### config.mk
export PLATFORM = sky130hd
export DESIGN_NAME = mem_stall_ctrl_flat
export DESIGN_NICKNAME = d
export VERILOG_FILES = /design/src/rtl/mem_stall_ctrl_if.sv /design/src/rtl/mem_stall_ctrl.sv /design/src/flat_wrapper.sv
export SDC_FILE = /design/constraint.sdc
export NUM_CORES = 1
export LEC_CHECK = 0
export CAP_MARGIN = 20
export CORE_MARGIN = 4
export CORE_UTILIZATION = 46
export DETAILED_ROUTE_END_ITERATION = 8
export PLACE_DENSITY = 0.75
export REMOVE_ABC_BUFFERS = 1
export SYNTH_ARGS = -nofsm -noshare
export SYNTH_HDL_FRONTEND = slang
export SYNTH_SLANG_ARGS = --single-unit
export TNS_END_PERCENT = 20
### constraint.sdc
create_clock -name clk -period 2.1 [get_ports clk]
set_clock_uncertainty 0.1 [all_clocks]
set_input_delay 0.42 -clock clk [delete_from_list [all_inputs] [get_ports clk]]
set_output_delay 0.42 -clock clk [all_outputs]
set_load 0.05 [all_outputs]
### src/rtl/mem_stall_ctrl_if.sv
// Handshake bundle between the pipeline/SRAM side and mem_stall_ctrl.
// master: the controller; slave: pipeline, hazard unit and SRAM controller.
`timescale 1ns/1ps
interface mem_stall_ctrl_if #(
  parameter int unsigned CNT_W = 16
);
  logic             mem_r_en;
  logic             mem_w_en;
  logic             hazard_in;
  logic             branch_taken;
  logic             sram_ack;
  logic             stat_clr;
  logic             sram_req;
  logic             sram_we;
  logic             freeze;
  logic             id_hazard;
  logic             pc_hold;
  logic             flush;
  logic             busy;
  logic             err;
  logic [CNT_W-1:0] stall_count;

  modport master (
    input  mem_r_en, mem_w_en, hazard_in, branch_taken, sram_ack, stat_clr,
    output sram_req, sram_we, freeze, id_hazard, pc_hold, flush, busy, err, stall_count
  );

  modport slave (
    output mem_r_en, mem_w_en, hazard_in, branch_taken, sram_ack, stat_clr,
    input  sram_req, sram_we, freeze, id_hazard, pc_hold, flush, busy, err, stall_count
  );
endinterface

### src/rtl/mem_stall_ctrl.sv
// Pipeline freeze controller: runs the SRAM req/ack handshake for MEM-stage loads/stores,
// freezes the pipe while an access is outstanding and counts stall cycles.
`timescale 1ns/1ps
module mem_stall_ctrl #(
  parameter int unsigned TIMEOUT = 64,
  parameter int unsigned CNT_W   = 16
) (
  input logic             clk,
  input logic             rst,
  mem_stall_ctrl_if.master bus
);

  localparam logic [1:0] StIdle   = 2'd0;
  localparam logic [1:0] StAccess = 2'd1;
  localparam logic [1:0] StError  = 2'd2;

  // Last un-acked ACCESS cycle before giving up.
  localparam logic [7:0] TmoLast = 8'(TIMEOUT - 1);

  logic [1:0]       state_q, state_d;
  logic [7:0]       tmo_q, tmo_d;
  logic             req_q, req_d;
  logic             we_q, we_d;
  logic [CNT_W-1:0] cnt_q, cnt_d;
  logic             mem_op;
  logic             freeze;
  logic             pc_hold;

  assign mem_op = bus.mem_r_en | bus.mem_w_en;

  always_comb begin
    state_d = state_q;
    tmo_d   = tmo_q;
    req_d   = req_q;
    we_d    = we_q;
    case (state_q)
      StIdle: begin
        if (mem_op) begin
          state_d = StAccess;
          req_d   = 1'b1;
          we_d    = bus.mem_w_en;
          tmo_d   = 8'd0;
        end
      end
      StAccess: begin
        if (bus.sram_ack) begin
          state_d = StIdle;
          req_d   = 1'b0;
          tmo_d   = 8'd0;
        end else if (tmo_q == TmoLast) begin
          state_d = StError;
          req_d   = 1'b0;
        end else begin
          tmo_d = tmo_q + 8'd1;
        end
      end
      StError: begin
        req_d = 1'b0;
      end
      default: begin
        state_d = StIdle;
        req_d   = 1'b0;
      end
    endcase
  end

  always_comb begin
    freeze = 1'b0;
    case (state_q)
      StIdle:   freeze = mem_op;
      // Ack cycle releases the pipe so MEM/WB captures the read data.
      StAccess: freeze = ~bus.sram_ack;
      StError:  freeze = 1'b1;
      default:  freeze = 1'b0;
    endcase
  end

  assign pc_hold = freeze | bus.hazard_in;

  always_comb begin
    cnt_d = cnt_q;
    if (bus.stat_clr) begin
      cnt_d = '0;
    end else if (pc_hold && (cnt_q != {CNT_W{1'b1}})) begin
      cnt_d = cnt_q + 1'b1;
    end
  end

  always_ff @(posedge clk or negedge rst) begin
    if (!rst) begin
      state_q <= StIdle;
      tmo_q   <= 8'd0;
      req_q   <= 1'b0;
      we_q    <= 1'b0;
      cnt_q   <= '0;
    end else begin
      state_q <= state_d;
      tmo_q   <= tmo_d;
      req_q   <= req_d;
      we_q    <= we_d;
      cnt_q   <= cnt_d;
    end
  end

  assign bus.sram_req    = req_q;
  assign bus.sram_we     = we_q;
  assign bus.freeze      = freeze;
  assign bus.id_hazard   = bus.hazard_in & ~freeze;
  assign bus.pc_hold     = pc_hold;
  assign bus.flush       = bus.branch_taken & ~freeze;
  assign bus.busy        = (state_q != StIdle);
  assign bus.err         = (state_q == StError);
  assign bus.stall_count = cnt_q;

endmodule

### src/flat_wrapper.sv
// flat-port wrapper written by rule: the top's interface ports become plain ports
module mem_stall_ctrl_flat 
#(
  parameter int unsigned TIMEOUT = 64,
  parameter int unsigned CNT_W   = 16
)
  (clk, rst, bus_mem_r_en, bus_mem_w_en, bus_hazard_in, bus_branch_taken, bus_sram_ack, bus_stat_clr, bus_sram_req, bus_sram_we, bus_freeze, bus_id_hazard, bus_pc_hold, bus_flush, bus_busy, bus_err, bus_stall_count);
  mem_stall_ctrl_if #(.CNT_W(CNT_W)) bus_i ();
  input logic clk;
  input logic rst;
  input wire logic [$bits(bus_i.mem_r_en)-1:0] bus_mem_r_en;
  input wire logic [$bits(bus_i.mem_w_en)-1:0] bus_mem_w_en;
  input wire logic [$bits(bus_i.hazard_in)-1:0] bus_hazard_in;
  input wire logic [$bits(bus_i.branch_taken)-1:0] bus_branch_taken;
  input wire logic [$bits(bus_i.sram_ack)-1:0] bus_sram_ack;
  input wire logic [$bits(bus_i.stat_clr)-1:0] bus_stat_clr;
  output wire logic [$bits(bus_i.sram_req)-1:0] bus_sram_req;
  output wire logic [$bits(bus_i.sram_we)-1:0] bus_sram_we;
  output wire logic [$bits(bus_i.freeze)-1:0] bus_freeze;
  output wire logic [$bits(bus_i.id_hazard)-1:0] bus_id_hazard;
  output wire logic [$bits(bus_i.pc_hold)-1:0] bus_pc_hold;
  output wire logic [$bits(bus_i.flush)-1:0] bus_flush;
  output wire logic [$bits(bus_i.busy)-1:0] bus_busy;
  output wire logic [$bits(bus_i.err)-1:0] bus_err;
  output wire logic [$bits(bus_i.stall_count)-1:0] bus_stall_count;
  assign bus_i.mem_r_en = bus_mem_r_en;
  assign bus_i.mem_w_en = bus_mem_w_en;
  assign bus_i.hazard_in = bus_hazard_in;
  assign bus_i.branch_taken = bus_branch_taken;
  assign bus_i.sram_ack = bus_sram_ack;
  assign bus_i.stat_clr = bus_stat_clr;
  assign bus_sram_req = bus_i.sram_req;
  assign bus_sram_we = bus_i.sram_we;
  assign bus_freeze = bus_i.freeze;
  assign bus_id_hazard = bus_i.id_hazard;
  assign bus_pc_hold = bus_i.pc_hold;
  assign bus_flush = bus_i.flush;
  assign bus_busy = bus_i.busy;
  assign bus_err = bus_i.err;
  assign bus_stall_count = bus_i.stall_count;
  mem_stall_ctrl #(.TIMEOUT(TIMEOUT), .CNT_W(CNT_W)) u_core (.clk(clk), .rst(rst), .bus(bus_i));
endmodule
==> results of run 1 <==
timing repair:
action | 4_1_cts | 5_1_grt
gates resized for setup | 11 | 9
cloned | 1 | 0
hold buffers | 0 | 0
setup buffers | 5 | 0
setup endpoints to repair | 5 | 18
pin swaps | 3 | 2
cell usage after synthesis, types with 3 or more instances:
cell,n,share of area
sky130_fd_sc_hd__a21oi_1,16,0.050
sky130_fd_sc_hd__a31oi_1,3,0.012
sky130_fd_sc_hd__and3_1,4,0.016
sky130_fd_sc_hd__clkbuf_1,3,0.0070
sky130_fd_sc_hd__dfrtp_1,28,0.44
sky130_fd_sc_hd__inv_1,5,0.012
sky130_fd_sc_hd__mux2_1,4,0.028
sky130_fd_sc_hd__nand2_1,12,0.028
sky130_fd_sc_hd__nand3_1,8,0.025
sky130_fd_sc_hd__nand4_1,8,0.031
sky130_fd_sc_hd__nor2_1,8,0.019
sky130_fd_sc_hd__nor2b_1,5,0.020
sky130_fd_sc_hd__nor3_1,8,0.025
sky130_fd_sc_hd__o21ai_0,11,0.034
sky130_fd_sc_hd__o31ai_1,8,0.037
sky130_fd_sc_hd__or3_1,3,0.012
sky130_fd_sc_hd__or4_1,9,0.042
worst max-delay path: stages (launching register included):
cell                      delay (ps)
sky130_fd_sc_hd__dfrtp_2         470
sky130_fd_sc_hd__or3b_4          410
sky130_fd_sc_hd__o211a_4         180
sky130_fd_sc_hd__inv_4            70
sky130_fd_sc_hd__buf_12          130
where the power goes:
part           internal, mW  leakage (nW)  switching [mW]
registers             0.581         0.376          0.0356
clock network        0.0675        0.0138           0.160
logic                 0.213         0.561           0.327
total                 0.861         0.952           0.522
sequential cells by signal, summed over array words and instances, names as in the netlist:
name	flops
u_core.state_q	2
u_core.bus.stall_count	16
u_core.bus.sram_req	1
u_core.tmo_q	8
u_core.bus.sram_we	1
metal layers:
| metal | share of wire | up-vias |
|---|---|---|
| met1 | 0.43 | 787 |
| met3 | 0.038 | 5 |
| met2 | 0.52 | 42 |
| met5 | 0 | - |
| li1 | - | 770 |
| met4 | 0.0084 | 0 |
worst paths after layout:
check	startpoint	to	slack (ps)	depth (start not counted)
worst max-delay path	u_core.state_q[1]	bus_pc_hold	-20	4
worst min-delay path	rst	u_core.tmo_q[7]	340	2
worst max register to register	u_core.state_q[1]	u_core.bus.stall_count[4]	50	5
worst min register to register	u_core.bus.sram_we	u_core.bus.sram_we	420	1
max in group asynchronous	rst	u_core.bus.stall_count[3]	1250	2
min in group clk	u_core.bus.sram_we	u_core.bus.sram_we	420	1
metrics by stage:
stage               instances  total power, mW  setup slack (ps)   util
finish                    269             1.38             -16.4  0.645
global route              269             1.44             -92.3  0.645
CTS                       269             1.37             -5.80  0.636
detailed placement        260             1.12              -314  0.607
global placement          260             1.11              -268  0.607
floorplan                 165            0.902              -682      -
area by class of cell:
type | count | area share
Clock buffer | 3 | 0.0104
Inverter | 5 | 0.00980
Multi-Input combinational cell | 133 | 0.415
Sequential cell | 28 | 0.324
Tap cell | 46 | 0.0265
Timing Repair Buffer | 54 | 0.215
cell families after synthesis:
kind of cell               Yosys count  synth area share
adders and majority gates            2            0.0156
xor gates and xnor gates             1           0.00547
AOI/OAI and AO/OA                   50             0.204
buffers and inverters               11            0.0359
and+or+nand+nor                     74             0.268
DFF                                 28             0.437
muxes                                5            0.0343
==> results.txt, run 1 <==
Setup repair after global routing could not meet its margin everywhere. The number of hold violations in the final report came out at 0. The cell area that synthesis handed to floorplanning was 1600 um2. The final critical delay including setup and external delays is 2120 ps. The final reports fail on setup timing.

At the later pin of the worst-skew pair, clock insertion delay measures 330 ps. The class of the most critical setup path is flop to output port. The share of post-route cells with drive strength above 1 is 0.265. The synthesized design contains 28 register bits.

The global routing usage on met2 came out at 0.368. The cell count after synthesis came out at 171. The final max-slew violation count came to 0. The maximum clock frequency is 0.473 GHz. The worst ir drop on vdd is 0.000298 V. Of the available clock period, the critical path in the final layout requires 1.01. The total power divided by cell area is 637 nW/um2. The horizontal extent of the die is 67.0 um. The worst setup path is launched from a flop.

The final layout contains 235 nets. The number of global-route vias before repair was 1524. The number of max-cap violations came out at 0. The weighted congestion at the end of routability-driven global placement came out at 0.827. The area of the multi-input gates is 900 um2. Leaving out fill and tap cells, the most frequent cell in the layout is sky130_fd_sc_hd__buf_4.

The area growth from synthesis to layout is 35.4%. Setup slack on the critical path of the routed design comes to -16.4 ps. Setup total negative slack on the finished layout was measured at -16.4 ps. The count of inserted antenna diode cells came out at 0. Row generation in the floorplan step produced 21 rows.

STA puts the critical path data arrival time at 1600 ps. Summing all non-filler instances in the final layout gives an area of 2170 um2. For the pin with the worst max-slew slack, the measured transition is 505 ps. The placed instance area came out at 2040 um2. CTS placed an instance of sky130_fd_sc_hd__clkbuf_4 at the clock tree root. Data on the critical path is required at its endpoint by 1580 ps.

The die covers 4490 um2. The most used flip-flop cell after synthesis is sky130_fd_sc_hd__dfrtp_1. The proportion of synthesized chip area in sequential cells came out at 0.437.

Summed over all nets, the half-perimeter wirelength after detailed placement is 2830 um. In this run the worst path has a maximum fanout of 4. Leaving out fill and tap cells, the most frequent cells in the layout are sky130_fd_sc_hd__buf_4, sky130_fd_sc_hd__dfrtp_1, sky130_fd_sc_hd__a21oi_1. The met3 usage is 0.0253. Entering global routing, the biggest net connects 29 pins.

The average instance area after synthesis is 9.37 um2. The floorplan die height is 67.0 um. The overall overflow remaining after global route is 0.

In this run the tightest slew margin relative to its limit is 0.660. After clock tree synthesis, the clock-pin slew on the worst setup and hold paths is 150 ps. Setup violations remaining at the end of the flow were counted as 1.

The number of top-level design ports came out at 32. Final hold analysis gives a worst-case slack of 344 ps. The number of filler cells placed in the layout came out at 302. The path class of the lowest-slack min-delay path is input pin to asynchronous set/reset pin. Summed over all layers, the routed wires come to 4180 um. The first TritonRoute pass finished after 4 iterations.

The number of flops mapped to enable cells by yosys is 0. The count of nets left with antenna violations once routing finished came out at 0. CTS saw 28 sinks.

Clock tree synthesis inserted a total of 3 buffers. The DRC violations left is 0. The count of vias placed by the detailed router came out at 1604.

In this run, the number of DRC markers left after iteration 0 of detailed routing was 120. The first global-routing pass estimated 6930 um of wire. In the routed layout, each cell is associated on average with a via count of 5.96.

For met1 alone, demand over resource in global routing was 0.243. Of all flip-flops after synthesis, the portion carrying an async set or reset was 1.00. The initial antenna violation count came out at 0.

The maximum clock path buffer count came out at 2. The region available for standard cell placement spans 3360 um2. The number of distinct library cell variants in the gate-level netlist after synthesis came out at 39.

CTS built an H-tree with a depth of 1. The clock tree from TritonCTS is done. The reported leakage power came out at 0.952 nW.

The initial cell density of the core is 0.477. The flow ran to the end, but the final reports show violations. The routed length per instance came out at 15.5 um. During synthesis, Yosys emitted a total of 0 warnings. met2 is the most crowded layer. The worst setup path is captured at an output port. The global routing usage summed across all routing layers is 0.200. The area occupied by registers came out at 703 um2. The count of port buffers added during placement is 31.
Power figures use the tool's default switching activity.
==> inputs of run 2 (changes only) <==
- CAP_MARGIN: 20 -> default
- SLEW_MARGIN: default -> 30
==> results of run 2 <==
Final layout, timing and power as in run 1 (identical DEF).
==> inputs of run 3 (changes only) <==
- SETUP_SLACK_MARGIN: default -> 0.4
==> results.txt, run 3 (synthesized netlist as in run 1, its figures left out) <==
The number of max-cap violations is 0 (unchanged). The total power divided by cell area came to 605 nW/um2 (was 637 nW/um2). The routed length per instance came to 17.2 um (was 15.5 um).

The clock tree from TritonCTS was done (unchanged). The final setup violation count was 1 (unchanged). The worst-skew pair later-pin latency is 330 ps (about the same).

RSZ-0062 raised after global routing: yes (unchanged). The initial antenna violation count was 0 (unchanged). The area of the die is 4490 um2 (unchanged). The wire length of the first global-routing pass came out at 7320 um (was 6930 um). The least setup slack across all paths after layout came to -9.71 ps (was -16.4 ps). The clock edge transition at the registers on the reported setup and hold paths came out at 150 ps (about the same). The number of DRC markers in iteration 0 is 118 (was 120). The count of nets left with antenna violations after detail routing came out at 0 (unchanged). The floorplan core area came out at 3360 um2 (unchanged). The critical register-to-register path startpoint is u_core.state_q[1] (unchanged). The TritonCTS buffer count came out at 3 (unchanged). The worst flop-to-flop path endpoint is u_core.bus.stall_count[4] (unchanged). The critical path capture point type is an output port (unchanged).

Failing checks: setup timing (unchanged). The HPWL reported at the end of detailed placement came out at 2830 um (unchanged). The total stage count of the critical path is 4 (unchanged). The final design instance area without fill was 2380 um2 (was 2170 um2).

The worst slack on hold paths is 353 ps (was 344 ps). The worst ir drop on vdd came to 0.000277 V (was 0.000298 V). The horizontal extent of the die came out at 67.0 um (unchanged). The initial cell density of the core is 0.477 (unchanged). The total number of placement rows was 21 (unchanged). The count of inserted antenna diode cells is 0 (unchanged). The cts-stage hold buffer count was 0 (unchanged). The summed negative setup slack over all endpoints came out at -9.71 ps (was -16.4 ps).

The post-route fraction of the period consumed by the critical path came to 1.00 (was 1.01). The area added between synthesis and finish is 48.6% (was 35.4%). The number of cell instances on the worst register-to-register path is 5 (unchanged). The clock root buffer master is sky130_fd_sc_hd__clkbuf_4 (unchanged).

The maximum clock path buffer count is 2 (unchanged). The global routing usage summed across all routing layers came out at 0.211 (was 0.200). The worst-case headroom to the max-slew limit is 0.760 (was 0.660). The maximum clock frequency came out at 0.474 GHz (was 0.473 GHz). The final max-slew violation count came to 0 (unchanged). The number of filler cells placed in the layout came out at 266 (was 302). The stage delay of the slowest cell on the critical path came out at 470 ps (about the same). The most common cell after layout, fill and taps aside is sky130_fd_sc_hd__buf_4 (unchanged).

The count of vias placed by the detailed router came out at 1659 (was 1604). The share of post-route cells with drive strength above 1 came out at 0.405 (was 0.265). The end point of the critical path was bus_pc_hold (unchanged). Most frequent cells in the layout: sky130_fd_sc_hd__buf_4, sky130_fd_sc_hd__dfrtp_1, sky130_fd_sc_hd__nand2_1 (was sky130_fd_sc_hd__buf_4, sky130_fd_sc_hd__dfrtp_1, sky130_fd_sc_hd__a21oi_1). The length of the first detailed-routing pass in iterations came out at 4 (unchanged). The count of port buffers added during placement came out at 31 (unchanged).

The mean number of vias per cell is 6.08 (was 5.96). The DRC violations left was 0 (unchanged). The number of nets in the layout came out at 239 (was 235).

The number of hold violations in the final report is 0 (unchanged). The routed wire length came out at 4700 um (was 4180 um). The critical path buffer and inverter count was 2 (unchanged). The flop-to-flop setup slack is 40 ps (was 50 ps). The slew at the pin closest to its max-slew limit came to 358 ps (was 505 ps). The total power consumption of the routed design is 1.44 mW (was 1.38 mW). The final critical delay including setup and external delays came out at 2110 ps (was 2120 ps).

The reported leakage power came out at 0.980 nW (was 0.952 nW). The data required time at the worst endpoint is 1580 ps (about the same). The maximum number of pins on one net before global-route repair is 29 (unchanged).

The number of flip-flops in the largest register was 16 (unchanged). The overall overflow remaining after global route is 0 (unchanged). The maximum fanout along the worst path came to 4 (unchanged). The weighted congestion at the end of routability-driven global placement came out at 0.827 (unchanged). The launching element of the worst setup path was u_core.state_q[1] (unchanged). The slowest cell on the critical path is sky130_fd_sc_hd__dfrtp_2 (unchanged). The cell type group with the largest total delay on the critical path is flip-flops (unchanged). The clock sink count is 28 (unchanged). The placed instance area came out at 2040 um2 (unchanged). The floorplan die height came out at 67.0 um (unchanged). Crit path cell chain: or3b_4 > o211a_4 > inv_4 > buf_12 (unchanged).

The number of top-level design ports was 32 (unchanged). Result of the run: finished with violations (unchanged). The H-tree depth came out at 1 (unchanged). The arrival time reported for the critical path endpoint came to 1590 ps (was 1600 ps). The path class of the lowest-slack min-delay path is input pin to asynchronous set/reset pin (unchanged). The class of the most critical setup path is flop to output port (unchanged). The number of global-route vias before repair came to 1619 (was 1524). The startpoint kind of the worst setup timing path is a flop (unchanged).
run 3: cell types whose count changed in the layout (fill, tap and decap cells not counted), moves of 4 or more:
cell | previous run | this run
sky130_fd_sc_hd__buf_6 | 2 | 7
sky130_fd_sc_hd__dfrtp_1 | 26 | 21
sky130_fd_sc_hd__nor3_1 | 7 | 3
sky130_fd_sc_hd__a21oi_1 | 14 | 10
sky130_fd_sc_hd__dfrtp_2 | 2 | 7
sky130_fd_sc_hd__a21oi_2 | 2 | 6
run 3: repair_timing:
item / in CTS / in global routing
resized for setup: 41 / 34
gates cloned: 1 / 1
buffers inserted: 5 / 3
pin swaps: 24 / 26
setup endpoints to repair: 34 / 31
run 3: power by group:
group / switching, mW / leakage, nW / internal (mW)
logic: 0.348 / 0.597 / 0.236
registers: 0.0504 / 0.368 / 0.582
clock network: 0.157 / 0.0138 / 0.0673
run 3: layer usage:
metal | wire length (um) | GRT usage
met2 | 2540 | 0.395
met5 | 0 | 0
met4 | 42 | 0.0582
met1 | 1890 | 0.250
met3 | 228 | 0.0253
run 3: area by class of cell:
type	count	area [um2]	area share
sequential	28	709	0.298
inverter	5	21.3	0.00893
timing repair buffer	57	503	0.211
multi-input combinational	134	1070	0.448
tap	46	57.6	0.0242
clock buffer	3	22.5	0.00946
run 3: how the worst min path moves through the flow:
stage,to,slack (ps),depth (start not counted)
after floorplan,u_core.bus.sram_req,20,0
after global placement,u_core.bus.sram_we,380,1
after detailed placement,u_core.bus.sram_we,380,1
after CTS,u_core.tmo_q[7],370,2
after global routing,u_core.tmo_q[7],380,2
final,u_core.tmo_q[7],350,2
run 3: per-stage QoR:
stage,setup slack (ps),cells,util
floorplan,-682,165,-
global placement,-268,260,0.607
detailed placement,-314,260,0.607
CTS,-5.76,269,0.661
global route,-58.0,273,0.708
finish,-9.71,273,0.708
